--- config.mk ---
export PLATFORM = sky130hd
export DESIGN_NAME = conv2d_stream
export DESIGN_NICKNAME = d
export VERILOG_FILES = /design/src/rtl/conv2d_stream.sv
export SDC_FILE = /design/constraint.sdc
export NUM_CORES = 2
export LEC_CHECK = 0
export BUFFER_PORTS_ARGS = -buffer_cell sky130_fd_sc_hd__buf_2
export CAP_MARGIN = 20
export CORE_AREA = 4 4 283 285
export CTS_BUF_LIST = sky130_fd_sc_hd__clkbuf_8
export DETAILED_ROUTE_END_ITERATION = 10
export DIE_AREA = 0 0 287 289
export PLACE_DENSITY = 0.83
export SYNTH_ARGS = -nofsm -noshare
export SYNTH_HDL_FRONTEND = slang
export SYNTH_SLANG_ARGS = --single-unit
--- constraint.sdc ---
create_clock -name clk -period 42.3 [get_ports clk]
set_input_delay 4.23 -clock clk [delete_from_list [all_inputs] [get_ports clk]]
set_output_delay 4.23 -clock clk [all_outputs]
set_load 0.03 [all_outputs]
--- src/rtl/conv2d_stream.sv ---
// Streaming KxK convolver: one tap per cycle over a latched frame,
// results normalised, saturated and handed out over valid/ready.
module conv2d_stream #(
  parameter int DATA_W  = 8,
  parameter int IMG_W   = 9,
  parameter int IMG_H   = 9,
  parameter int K       = 3,
  parameter int COEF_W  = 8,
  parameter int SHIFT_W = 5
) (
  input  logic                          clk,
  input  logic                          rst,
  input  logic                          start,
  input  logic [IMG_W*IMG_H*DATA_W-1:0] img_in,
  input  logic [K*K*COEF_W-1:0]         kernel_in,
  input  logic [SHIFT_W-1:0]            norm_shift,
  input  logic                          border_mode,
  output logic                          busy,
  output logic                          out_valid,
  input  logic                          out_ready,
  output logic [DATA_W-1:0]             out_data,
  output logic                          out_last,
  output logic                          done
);

  localparam int ACC_W = DATA_W + COEF_W + $clog2(K*K) + 1;
  localparam int NT    = K * K;
  localparam int TW    = $clog2(NT + 1);
  localparam int KW    = $clog2(K);
  localparam int RW    = $clog2(IMG_H + 1);
  localparam int CW    = $clog2(IMG_W + 1);
  localparam int HALF  = K / 2;
  localparam int PW    = DATA_W + COEF_W + 1;
  localparam logic signed [ACC_W-1:0] MAXV =
    ACC_W'((1 << DATA_W) - 1);

  typedef enum logic [1:0] {
    IDLE,
    MAC,
    EMIT,
    DONE
  } state_t;

  state_t state, state_n;

  logic [IMG_W*IMG_H*DATA_W-1:0] img_q;
  logic [K*K*COEF_W-1:0]         kern_q;
  logic [SHIFT_W-1:0]            shift_q;
  logic                          mode_q;
  logic [RW-1:0]                 r;
  logic [CW-1:0]                 c;
  logic [KW-1:0]                 ti, tj;
  logic [TW-1:0]                 tap;
  logic signed [ACC_W-1:0]       acc;

  logic                          taps_done;
  logic                          last_px;
  int                            sr, sc;
  logic                          oob;
  logic [DATA_W-1:0]             pix;
  logic signed [COEF_W-1:0]      coef;
  logic signed [PW-1:0]          prod;
  logic signed [ACC_W-1:0]       acc_sh;
  logic [DATA_W-1:0]             sat;

  assign taps_done = (tap == TW'(NT));
  assign last_px   = (r == RW'(IMG_H - 1)) && (c == CW'(IMG_W - 1));
  assign busy      = (state == MAC) || (state == EMIT);
  assign out_valid = (state == EMIT);
  assign done      = (state == DONE);

  always_ff @(posedge clk or posedge rst) begin
    if (rst) state <= IDLE;
    else     state <= state_n;
  end

  always_comb begin
    state_n = state;
    unique case (state)
      IDLE: if (start) state_n = MAC;
      MAC:  if (taps_done) state_n = EMIT;
      EMIT: if (out_ready) state_n = last_px ? DONE : MAC;
      DONE: state_n = IDLE;
      default: state_n = IDLE;
    endcase
  end

  // Coordinates are always clamped so the select stays in range;
  // zero-pad mode then masks the out-of-bounds pixel.
  always_comb begin
    sr  = int'(r) + int'(ti) - HALF;
    sc  = int'(c) + int'(tj) - HALF;
    oob = (sr < 0) || (sr > IMG_H - 1) ||
          (sc < 0) || (sc > IMG_W - 1);
    if (sr < 0)              sr = 0;
    else if (sr > IMG_H - 1) sr = IMG_H - 1;
    if (sc < 0)              sc = 0;
    else if (sc > IMG_W - 1) sc = IMG_W - 1;
    pix = img_q[(sr*IMG_W + sc)*DATA_W +: DATA_W];
    if (oob && !mode_q) pix = '0;
    coef = kern_q[(int'(ti)*K + int'(tj))*COEF_W +: COEF_W];
    prod = $signed({1'b0, pix}) * coef;
  end

  always_comb begin
    acc_sh = acc >>> shift_q;
    if (acc_sh[ACC_W-1])    sat = '0;
    else if (acc_sh > MAXV) sat = '1;
    else                    sat = acc_sh[DATA_W-1:0];
  end

  always_ff @(posedge clk or posedge rst) begin
    if (rst) begin
      img_q    <= '0;
      kern_q   <= '0;
      shift_q  <= '0;
      mode_q   <= 1'b0;
      r        <= '0;
      c        <= '0;
      ti       <= '0;
      tj       <= '0;
      tap      <= '0;
      acc      <= '0;
      out_data <= '0;
      out_last <= 1'b0;
    end else begin
      unique case (state)
        IDLE: begin
          if (start) begin
            img_q   <= img_in;
            kern_q  <= kernel_in;
            shift_q <= norm_shift;
            mode_q  <= border_mode;
            r       <= '0;
            c       <= '0;
            ti      <= '0;
            tj      <= '0;
            tap     <= '0;
            acc     <= '0;
          end
        end
        MAC: begin
          if (!taps_done) begin
            acc <= acc + ACC_W'(prod);
            tap <= tap + 1'b1;
            if (tj == KW'(K - 1)) begin
              tj <= '0;
              ti <= (ti == KW'(K - 1)) ? '0 : ti + 1'b1;
            end else begin
              tj <= tj + 1'b1;
            end
          end else begin
            out_data <= sat;
            out_last <= last_px;
          end
        end
        EMIT: begin
          if (out_ready) begin
            if (last_px) begin
              out_last <= 1'b0;
            end else begin
              acc <= '0;
              tap <= '0;
              ti  <= '0;
              tj  <= '0;
              if (c == CW'(IMG_W - 1)) begin
                c <= '0;
                r <= r + 1'b1;
              end else begin
                c <= c + 1'b1;
              end
            end
          end
        end
        default: ;
      endcase
    end
  end

endmodule

==> qor.yml <==
critical_path:
  path_max_fanout: 45
  worstReg2RegEnd: "acc[17]"
  cp_slowest_cell: "buf_4"
  reg2reg_from: "ti[1]"
  cp_data_arrival_time_ps: 12060
  worstSetupStartpointType: "flop"
  critPathCaptureType: "flop"
  critical_path_required_ps: 42990
  crit_type: "flop to flop"
  r2r_slack_ps: 30920
  worstRegToRegCells: 37
  max_stage_delay_ps: 860
drt:
  post-route-drc-count: 0
  drtAntennaViolNets: 0
  drt_wl_total_mm: 130.6
  drt_iter0_drc: 3686
  routed_via_density: 5.567
  dr_total_vias: 33700
  first_pass_iters: 8
  wire_per_inst_um: 21.57
timing:
  maxSlewViolCount: 0
  fmaxAchievable_mhz: 87.88
  worst_pin_slew_ps: 1119
  hold_ws_ps: 469.8
  finClkSkew_ps: 54.18
  hold_viol: 0
  finalWorstSetupSlack_ps: 30920
  rsz0062_at_grt: "no"
  tns_ps: 0
  post-route-period-util_pct: 26.90
  min_period_ps: 11380
  maxSlewHeadroom_pct: 25.41
  finalSetupViolCount: 0
hold_path:
  hold_end: "img_q[534]"
  hp-start: "img_q[534]"
  hp-class: "flop to flop"
  worstHoldPathCells: 2
yosys:
  ys_types: 69
  syn-instance-count: 4223
  syn_area_um2: 39910
  seq_area_frac_synth_pct: 48.53
  ys_ff_latch: 774
  synthFlopType: "dfrtp_1"
  ys_warn_count: 0
  synth_edf_count: 0
  async_flop_share_pct: 100.0
  syn_area_per_cell_um2: 9.451
clock_tree:
  htreeDepth: 4
  clock_latency_ps: 800
  post-cts-setup-buffers: 0
  ctsHoldBuffers: 0
  post_cts_resized: 0
  cts_sinks: 774
  cts_buffers: 133
  cts_max_path_buffers: 3
  tritoncts: "built"
  path_clk_slew_ps: 60
  root_buffer: "clkbuf_8"
grt:
  grt_max_degree: 190
  grt_usage_pct: 31.06
  grt_pass1_wl_mm: 195.8
  antenna_found_initial: 22
  gr-total-overflow: 0
  grt_pass1_vias: 33410
die:
  pin_count: 742
  chipWidth_um: 287
  start_util_pct: 51.61
  placementRows: 102
  design.core.area_um2: 77340
  die_h_um: 289
  die_area_um2: 82940
pwr:
  power_density_nw_per_um2: 99.66
  ir_worst_vdd_uv: 97.06
  leakagePower_nw: 24.98
placed_design:
  port_buffers: 741
  pre_cts_ws_ps: 30860
  gp_congestion: 0.9561
  dpl.hpwl_mm: 96.81
cells_and_area:
  syn_to_final_growth_pct: 17.86
  fillers: 6344
  layout.nets: 5789
  drive_gt1_share_pct: 24.29
run_status:
  outcome: "finished clean"
flow_run:
  max-cap-violations: 0
-- power by group --
part	internal (mW)	leakage (nW)	switching [mW]
registers	1.08	9.70	0.223
clock network	0.374	1.61	0.329
logic	1.13	13.7	1.55
total	2.58	25.0	2.10
-- stage by stage --
stage               cells  total power, mW  util [%]  instance area (um2)
floorplan            4224            3.213         -                39920
global placement     5796            3.895     57.15                44200
detailed placement   5796            3.970     57.15                44200
CTS                  6036            4.697     60.73                46970
global route         6049            5.039     60.81                47030
finish               6053            4.688     60.82                47040
-- final cells by class --
cell class | instances | area (um2) | area share [%]
clock buffers | 163 | 2243 | 4.769
diodes | 16 | 40.04 | 0.08512
well taps | 1040 | 1301 | 2.766
inverters | 121 | 461.7 | 0.9815
repair buffers | 774 | 4001 | 8.506
clock inverters | 77 | 528.0 | 1.122
multi-input cells | 3088 | 19090 | 40.59
flip-flops and latches | 774 | 19370 | 41.18
-- cell usage after synthesis, types with 25 or more instances --
master | instances | area [um2]
a211oi_1 | 27 | 202.7
ha_1 | 109 | 1364
mux2i_1 | 41 | 410.4
dfrtp_1 | 774 | 19370
clkbuf_1 | 189 | 709.4
a22oi_1 | 31 | 232.7
nand2_1 | 2234 | 8386
a21oi_1 | 58 | 290.3
o21ai_0 | 43 | 215.2
fa_1 | 58 | 1161
a22o_1 | 25 | 219.0
nor2_1 | 50 | 187.7
mux4_2 | 212 | 4775
inv_1 | 119 | 446.7
-- placed cells by master, fill, tap and decap left out, types with 20 or more instances in the layout --
cell	Yosys	routed
a21oi_1	58	58
mux4_2	212	212
nor2_1	50	49
ha_1	109	106
buf_2	19	741
a22oi_1	31	31
xnor2_1	20	20
mux2i_1	41	41
o21ai_0	43	43
nand2_1	2234	2233
a211oi_1	27	27
clkbuf_8	0	163
buf_4	3	30
fa_1	58	57
inv_1	119	170
nor2b_1	20	20
dfrtp_1	774	774
a22o_1	25	25
-- metal layers --
metal | global-route usage [%] | vias to the layer above | wire [um]
li1 | - | 15110 | -
met1 | 40.82 | 16380 | 48670
met2 | 49.73 | 1819 | 63220
met3 | 6.341 | 376 | 11320
met4 | 15.46 | 10 | 7302
met5 | 0 | - | 62
-- cell families (layout without fill, tap and decap cells) --
| kind of cell | Yosys count | in the layout | synth area share [%] |
|---|---|---|---|
| compound gates | 252 | 252 | 4.398 |
| xor+xnor | 26 | 26 | 0.5706 |
| fa+ha+maj | 167 | 167 | 6.326 |
| buf+inv | 362 | 1135 | 3.831 |
| flops | 774 | 774 | 48.53 |
| mux | 267 | 267 | 13.45 |
| other cells | 1 | 18 | 0.009396 |
| simple gates | 2374 | 2374 | 22.88 |
-- sequential cells by signal, summed over array words and instances, names as in the netlist --
register and count:
kern_q 72, img_q 648, shift_q 5, tap 4
r 4, acc 21, tj 2, out_data 8
c 4, state 2, mode_q 1, ti 2
out_last 1
-- worst max path at each step --
stage                     startpoint  endpoint  slack (ps)
after global placement         ti[1]   acc[15]       31020
after global routing           ti[1]   acc[17]       30130
after floorplan                  rst    acc[0]       16340
final                          ti[1]   acc[17]       30920
after detailed placement       ti[1]   acc[17]       30860
after CTS                      ti[1]   acc[17]       30800
-- worst max-delay path: cells and delay by family (launching register included) --
family                   cells  cell delay [ps]
adder cells (fa/ha/maj)     10             4600
AO/OA/AOI/OAI               10             2270
multiplexers                 2             1330
buffers and inverters        7             1320
AND/OR/NAND/NOR              7             1180
flip-flops                   1              400
XOR/XNOR                     1              130
Note: power is estimated with default switching activity, not from simulation.
